`src/rtl/fetch_pkg.sv`:
```
// fetch_pkg: shared state type and alignment constants for the fetch stage
package fetch_pkg;
  localparam int INSTR_BYTES = 4;
  localparam int ALIGN_BITS = $clog2(INSTR_BYTES);
  localparam logic [ALIGN_BITS-1:0] ALIGN_MASK = '1;
  typedef enum logic [1:0] {IDLE, REQ, WAIT_RSP} state_e;
endpackage

```
`src/rtl/fetch_if.sv`:
```
// fetch_if: IMEM request/response port and decode-side valid/ready handshake
interface fetch_if #(parameter int XLEN = 32, parameter int ILEN = 32);
  logic imem_req_valid;
  logic imem_req_ready;
  logic [XLEN-1:0] imem_addr;
  logic imem_rsp_valid;
  logic [ILEN-1:0] imem_rsp_data;
  logic if_valid;
  logic if_ready;
  logic [ILEN-1:0] if_instr;
  logic [XLEN-1:0] if_pc;
  modport master (
    output imem_req_valid, imem_addr, if_valid, if_instr, if_pc,
    input imem_req_ready, imem_rsp_valid, imem_rsp_data, if_ready
  );
  modport slave (
    input imem_req_valid, imem_addr, if_valid, if_instr, if_pc,
    output imem_req_ready, imem_rsp_valid, imem_rsp_data, if_ready
  );
endinterface

```
`src/rtl/fetch_out_reg.sv`:
```
// fetch_out_reg: one-entry valid/ready holding register for fetched instruction and its pc
module fetch_out_reg #(
  parameter int XLEN = 32,
  parameter int ILEN = 32
) (
  input  logic            clk,
  input  logic            rst,
  input  logic            fill,
  input  logic            flush,
  input  logic [ILEN-1:0] in_instr,
  input  logic [XLEN-1:0] in_pc,
  input  logic            out_ready,
  output logic            out_valid,
  output logic [ILEN-1:0] out_instr,
  output logic [XLEN-1:0] out_pc
);
  logic valid_q, valid_d;
  logic [ILEN-1:0] instr_q, instr_d;
  logic [XLEN-1:0] pc_q, pc_d;
  // flush beats fill, fill beats drain; payload only moves on fill
  always_comb begin
    valid_d = flush ? 1'b0 : fill ? 1'b1 : out_ready ? 1'b0 : valid_q;
    instr_d = fill ? in_instr : instr_q;
    pc_d = fill ? in_pc : pc_q;
  end
  // holding register state
  always_ff @(posedge clk or posedge rst) begin
    if (rst) begin
      valid_q <= 1'b0;
      instr_q <= '0;
      pc_q <= '0;
    end else begin
      valid_q <= valid_d;
      instr_q <= instr_d;
      pc_q <= pc_d;
    end
  end
  assign out_valid = valid_q;
  assign out_instr = instr_q;
  assign out_pc = pc_q;
endmodule

```
`src/rtl/fetch_controller.sv`:
```
// fetch_controller: IF-stage sequencer for program_counter and a single-outstanding IMEM port
module fetch_controller
  import fetch_pkg::*;
#(
  parameter int XLEN = 32,
  parameter int ILEN = 32,
  parameter logic [XLEN-1:0] RESET_PC = '0
) (
  input  logic            clk,
  input  logic            rst,
  input  logic            halt,
  input  logic [XLEN-1:0] pc_cur,
  output logic            pc_step,
  output logic            pc_load,
  output logic [XLEN-1:0] pc_target,
  input  logic            redirect_valid,
  input  logic [XLEN-1:0] redirect_target,
  output logic            misalign,
  fetch_if.master         bus
);
  state_e state_q, state_d;
  logic kill_q, kill_d;
  logic [XLEN-1:0] req_pc_q, req_pc_d;
  logic redir, accept, rsp, fill;
  // request gating, redirect priority, kill tracking and next state
  always_comb begin
    redir = redirect_valid && state_q != IDLE;
    bus.imem_req_valid = state_q == REQ && !halt && !redirect_valid && (!bus.if_valid || bus.if_ready);
    bus.imem_addr = pc_cur;
    accept = bus.imem_req_valid && bus.imem_req_ready;
    rsp = state_q == WAIT_RSP && bus.imem_rsp_valid;
    fill = rsp && !kill_q && !redirect_valid;
    pc_step = accept;
    pc_load = redir;
    pc_target = {redirect_target[XLEN-1:ALIGN_BITS], ALIGN_BITS'(0)};
    misalign = redir && |(redirect_target[ALIGN_BITS-1:0] & ALIGN_MASK);
    req_pc_d = accept ? pc_cur : req_pc_q;
    kill_d = rsp ? 1'b0 : (state_q == WAIT_RSP && redirect_valid) ? 1'b1 : kill_q;
    state_d = state_q == IDLE ? REQ : accept ? WAIT_RSP : rsp ? REQ : state_q;
  end
  // fsm, kill flag and address of the outstanding request
  always_ff @(posedge clk or posedge rst) begin
    if (rst) begin
      state_q <= IDLE;
      kill_q <= 1'b0;
      req_pc_q <= RESET_PC;
    end else begin
      state_q <= state_d;
      kill_q <= kill_d;
      req_pc_q <= req_pc_d;
    end
  end
  fetch_out_reg #(.XLEN(XLEN), .ILEN(ILEN)) u_out (
    .clk       (clk),
    .rst       (rst),
    .fill      (fill),
    .flush     (redir),
    .in_instr  (bus.imem_rsp_data),
    .in_pc     (req_pc_q),
    .out_ready (bus.if_ready),
    .out_valid (bus.if_valid),
    .out_instr (bus.if_instr),
    .out_pc    (bus.if_pc)
  );
endmodule

```
`src/flat_wrapper.sv`:
```
// flat-port wrapper written by rule: the top's interface ports become plain ports
module fetch_controller_flat import fetch_pkg::*;
#(
  parameter int XLEN = 32,
  parameter int ILEN = 32,
  parameter logic [XLEN-1:0] RESET_PC = '0
)
  (clk, rst, halt, pc_cur, pc_step, pc_load, pc_target, redirect_valid, redirect_target, misalign, bus_imem_req_valid, bus_imem_addr, bus_if_valid, bus_if_instr, bus_if_pc, bus_imem_req_ready, bus_imem_rsp_valid, bus_imem_rsp_data, bus_if_ready);
  fetch_if #(.XLEN(XLEN), .ILEN(ILEN)) bus_i ();
  input  logic clk;
  input  logic rst;
  input  logic halt;
  input  logic [XLEN-1:0] pc_cur;
  output logic pc_step;
  output logic pc_load;
  output logic [XLEN-1:0] pc_target;
  input  logic redirect_valid;
  input  logic [XLEN-1:0] redirect_target;
  output logic misalign;
  output wire logic [$bits(bus_i.imem_req_valid)-1:0] bus_imem_req_valid;
  output wire logic [$bits(bus_i.imem_addr)-1:0] bus_imem_addr;
  output wire logic [$bits(bus_i.if_valid)-1:0] bus_if_valid;
  output wire logic [$bits(bus_i.if_instr)-1:0] bus_if_instr;
  output wire logic [$bits(bus_i.if_pc)-1:0] bus_if_pc;
  input wire logic [$bits(bus_i.imem_req_ready)-1:0] bus_imem_req_ready;
  input wire logic [$bits(bus_i.imem_rsp_valid)-1:0] bus_imem_rsp_valid;
  input wire logic [$bits(bus_i.imem_rsp_data)-1:0] bus_imem_rsp_data;
  input wire logic [$bits(bus_i.if_ready)-1:0] bus_if_ready;
  assign bus_imem_req_valid = bus_i.imem_req_valid;
  assign bus_imem_addr = bus_i.imem_addr;
  assign bus_if_valid = bus_i.if_valid;
  assign bus_if_instr = bus_i.if_instr;
  assign bus_if_pc = bus_i.if_pc;
  assign bus_i.imem_req_ready = bus_imem_req_ready;
  assign bus_i.imem_rsp_valid = bus_imem_rsp_valid;
  assign bus_i.imem_rsp_data = bus_imem_rsp_data;
  assign bus_i.if_ready = bus_if_ready;
  fetch_controller #(.XLEN(XLEN), .ILEN(ILEN), .RESET_PC(RESET_PC)) u_core (.clk(clk), .rst(rst), .halt(halt), .pc_cur(pc_cur), .pc_step(pc_step), .pc_load(pc_load), .pc_target(pc_target), .redirect_valid(redirect_valid), .redirect_target(redirect_target), .misalign(misalign), .bus(bus_i));
endmodule
```
`config.mk`:
```
export PLATFORM = sky130hd
export DESIGN_NAME = fetch_controller_flat
export DESIGN_NICKNAME = d
export VERILOG_FILES = /design/src/rtl/fetch_pkg.sv /design/src/rtl/fetch_if.sv /design/src/rtl/fetch_out_reg.sv /design/src/rtl/fetch_controller.sv /design/src/flat_wrapper.sv
export SDC_FILE = /design/constraint.sdc
export NUM_CORES = 1
export LEC_CHECK = 0
export CORE_MARGIN = 2
export CORE_UTILIZATION = 60
export DETAILED_ROUTE_END_ITERATION = 10
export DONT_BUFFER_PORTS = 1
export GPL_TIMING_DRIVEN = 0
export PLACE_DENSITY_LB_ADDON = 0.1
export SETUP_SLACK_MARGIN = 0.2
export SYNTH_ARGS = -nofsm -noshare
export SYNTH_HDL_FRONTEND = slang
export SYNTH_SLANG_ARGS = --single-unit
```
`constraint.sdc`:
```
create_clock -name clk -period 4.5 [get_ports clk]
set_input_delay 0.45 -clock clk [delete_from_list [all_inputs] [get_ports clk]]
set_output_delay 0.45 -clock clk [all_outputs]
set_load 0.02 [all_outputs]
```
==> flow_summary.yaml <==
synth:
  avgSynthCellArea_um2: 15.8
  synth_cells: 290
  ys_seq_area_frac: 0.546
  ys.flop_type: "dfrtp_1"
  synth_area_mm2: 0.00458
  synth_edf_count: 0
  synth_seq_cells: 100
  yosysUniqueCellTypes: 20
  synth_warnings: 0
  async_flop_share: 1.00
floorplan:
  rows: 31
  core-area_mm2: 0.00733
  dieArea_mm2: 0.00835
  die_h_um: 91.4
  initial_utilization: 0.625
  die_w_um: 91.4
  ios: 236
place:
  dp.cells: 391
  place_congestion: 0.693
  pre_cts_ws_ps: 2780
  io_buffers: 0
  dp_hpwl_um: 6020
global_routing:
  overflow: 0
  grt_max_degree: 71
  grt_pass1_vias: 2313
  grt_pass1_wl_um: 12500
  grt_antenna_before_repair: 0
  grt.total_usage: 0.194
clock_tree:
  cts_tree: "yes"
  cts_buffers: 9
  cts_resized: 0
  clock_latency_ps: 360
  cts.sinks: 100
  cts_buffer_depth: 2
  clkTransAtPathRegs_ps: 90
  h-tree-depth: 3
  root_buffer: "clkbuf_8"
sta:
  hold_viol_final: 0
  setup-tns-final_ps: 0
  fmax_mhz: 484
  worst_hold_slack_ps: 193
  slew_violations: 0
  grt_setup_unrepaired: "no"
  fin_crit_sh: 0.459
  final.setup.worst_slack_ps: 2430
  skew_ps: 14.1
  setup-violations-final: 0
  post-route-min-period_ps: 2070
layout:
  fin_nets: 407
  layoutNonFillerInstCount: 408
  diodes: 0
  synthToLayoutAreaGrowth_pct: 8.01
  drive_above_1_share: 0.615
worst_hold_path:
  hp-class: "in -> reg"
setup_path:
  ff2ff_setup_slack_ps: 2960
  worstPathArrival_ps: 1620
  cp-start-kind: "flip-flop"
  path_max_fanout: 10
  crit_type: "reg -> out"
  end_kind: "output port"
  worst_ep_required_time_ps: 4050
power_and_ir_drop:
  combPwrFrac: 0.231
  p_clk_frac: 0.177
  ir_drop_v: 0.000269
  switching_power_mw: 1.12
  intPower_mw: 2.09
  power_density_mw_per_mm2: 649
  p_seq_frac: 0.592
  p_leak_nw: 2.66
  power_mw: 3.21
  swShare: 0.348
route:
  route.vias.total: 2195
  antenna_left: 0
  viasPerCell: 5.38
  wire_per_inst_um: 19.9
  firstDrtPassIters: 4
  wirelength_um: 8120
  first_iter_violations: 56
  drc: 0
job:
  drv_cap: 0
run_status:
  status: "completed"
-- cell type report --
type	count	area, um^2
plain buffers	74	583
inverters	3	13.8
well taps	99	124
clock buffers	9	124
fillers	536	2380
clock inverters	7	75.1
multi-input cells	114	1490
repair buffers	2	37.5
flip-flops and latches	100	2500
-- worst max-delay path, cell delays in order, from the launching register on --
cell and delay, ps:
dfrtp_1 420, and2b_1 250, nand4_4 210, buf_6 230, inv_1 160
-- power groups by stage --
stage / clock [mW] / combinational (mW) / sequential, mW
after floorplan: 0 / 0.684 / 1.82
after global placement: 0 / 0.720 / 1.91
after detailed placement: 0 / 0.745 / 1.92
after CTS: 0.578 / 0.752 / 1.91
after global routing: 0.620 / 0.798 / 1.95
final: 0.568 / 0.741 / 1.90
-- per-stage QoR --
step            util  cell area (um^2)
2_1_floorplan      -              4580
3_3_place_gp   0.642              4710
3_5_place_dp   0.646              4740
4_1_cts        0.675              4950
5_1_grt        0.675              4950
6_report       0.675              4950
-- routing by layer --
| layer | part of all wire | vias up | global-route usage |
|---|---|---|---|
| met5 | 0 | - | 0 |
| met4 | 0.015 | 0 | 0.0770 |
| met3 | 0.10 | 13 | 0.0705 |
| met2 | 0.48 | 138 | 0.309 |
| met1 | 0.40 | 1097 | 0.244 |
| li1 | - | 947 | - |
-- flip-flops by register name (all words and copies together) (netlist names) --
register,count
u_core.req_pc_q,32
u_core.u_out.out_instr,32
u_core.u_out.out_pc,32
u_core.state_q,2
u_core.kill_q,1
u_core.u_out.out_valid,1
-- repair_timing --
action | in CTS | in global routing
hold buffers | 1 | 0
buffers inserted | 0 | 0
hold endpoints to repair | 30 | 0
-- cell usage after synthesis (2+ instances only) --
| library cell | instances | share of area |
|---|---|---|
| mux2_4 | 76 | 0.25 |
| nor2_1 | 2 | 0.0016 |
| dfrtp_1 | 100 | 0.55 |
| o21ai_0 | 2 | 0.0022 |
| a21oi_1 | 2 | 0.0022 |
| o21a_1 | 2 | 0.0033 |
| mux2_2 | 20 | 0.049 |
| inv_1 | 3 | 0.0025 |
| buf_6 | 8 | 0.020 |
| buf_4 | 65 | 0.11 |
-- cells in the final DEF (no fill, tap or decap), types with 2 or more instances in the layout --
master,n
dfrtp_1,100
clkbuf_8,9
mux2_2,20
inv_1,2
clkinvlp_4,3
a21oi_1,2
o21ai_0,2
o21a_1,2
mux2_4,76
conb_1,2
buf_6,8
buf_4,65
nor2_1,2
-- cells by family after synthesis --
group           count (synthesis)  synth area share
flops                         100             0.546
mux                            96             0.298
buf+inv                        77             0.130
simple gates                    9            0.0150
compound gates                  7           0.00956
other cells                     1          0.000819
-- path summary, 6_finish.rpt --
kind | start | to | cells past startpoint
worst max-delay path | u_core.state_q[1]$_DFFE_PP0P_ | pc_step | 4
worst min-delay path | bus_imem_rsp_valid | u_core.kill_q$_DFFE_PP0P_ | 1
worst max register to register | u_core.state_q[1]$_DFFE_PP0P_ | u_core.u_out.out_pc[11]$_DFFE_PP0P_ | 5
worst min register to register | u_core.req_pc_q[15]$_DFFE_PP0P_ | u_core.req_pc_q[15]$_DFFE_PP0P_ | 1
max in group asynchronous | rst | u_core.u_out.out_pc[20]$_DFFE_PP0P_ | 3
min in group asynchronous | rst | u_core.req_pc_q[6]$_DFFE_PP0P_ | 2
Power figures use the tool's default switching activity.
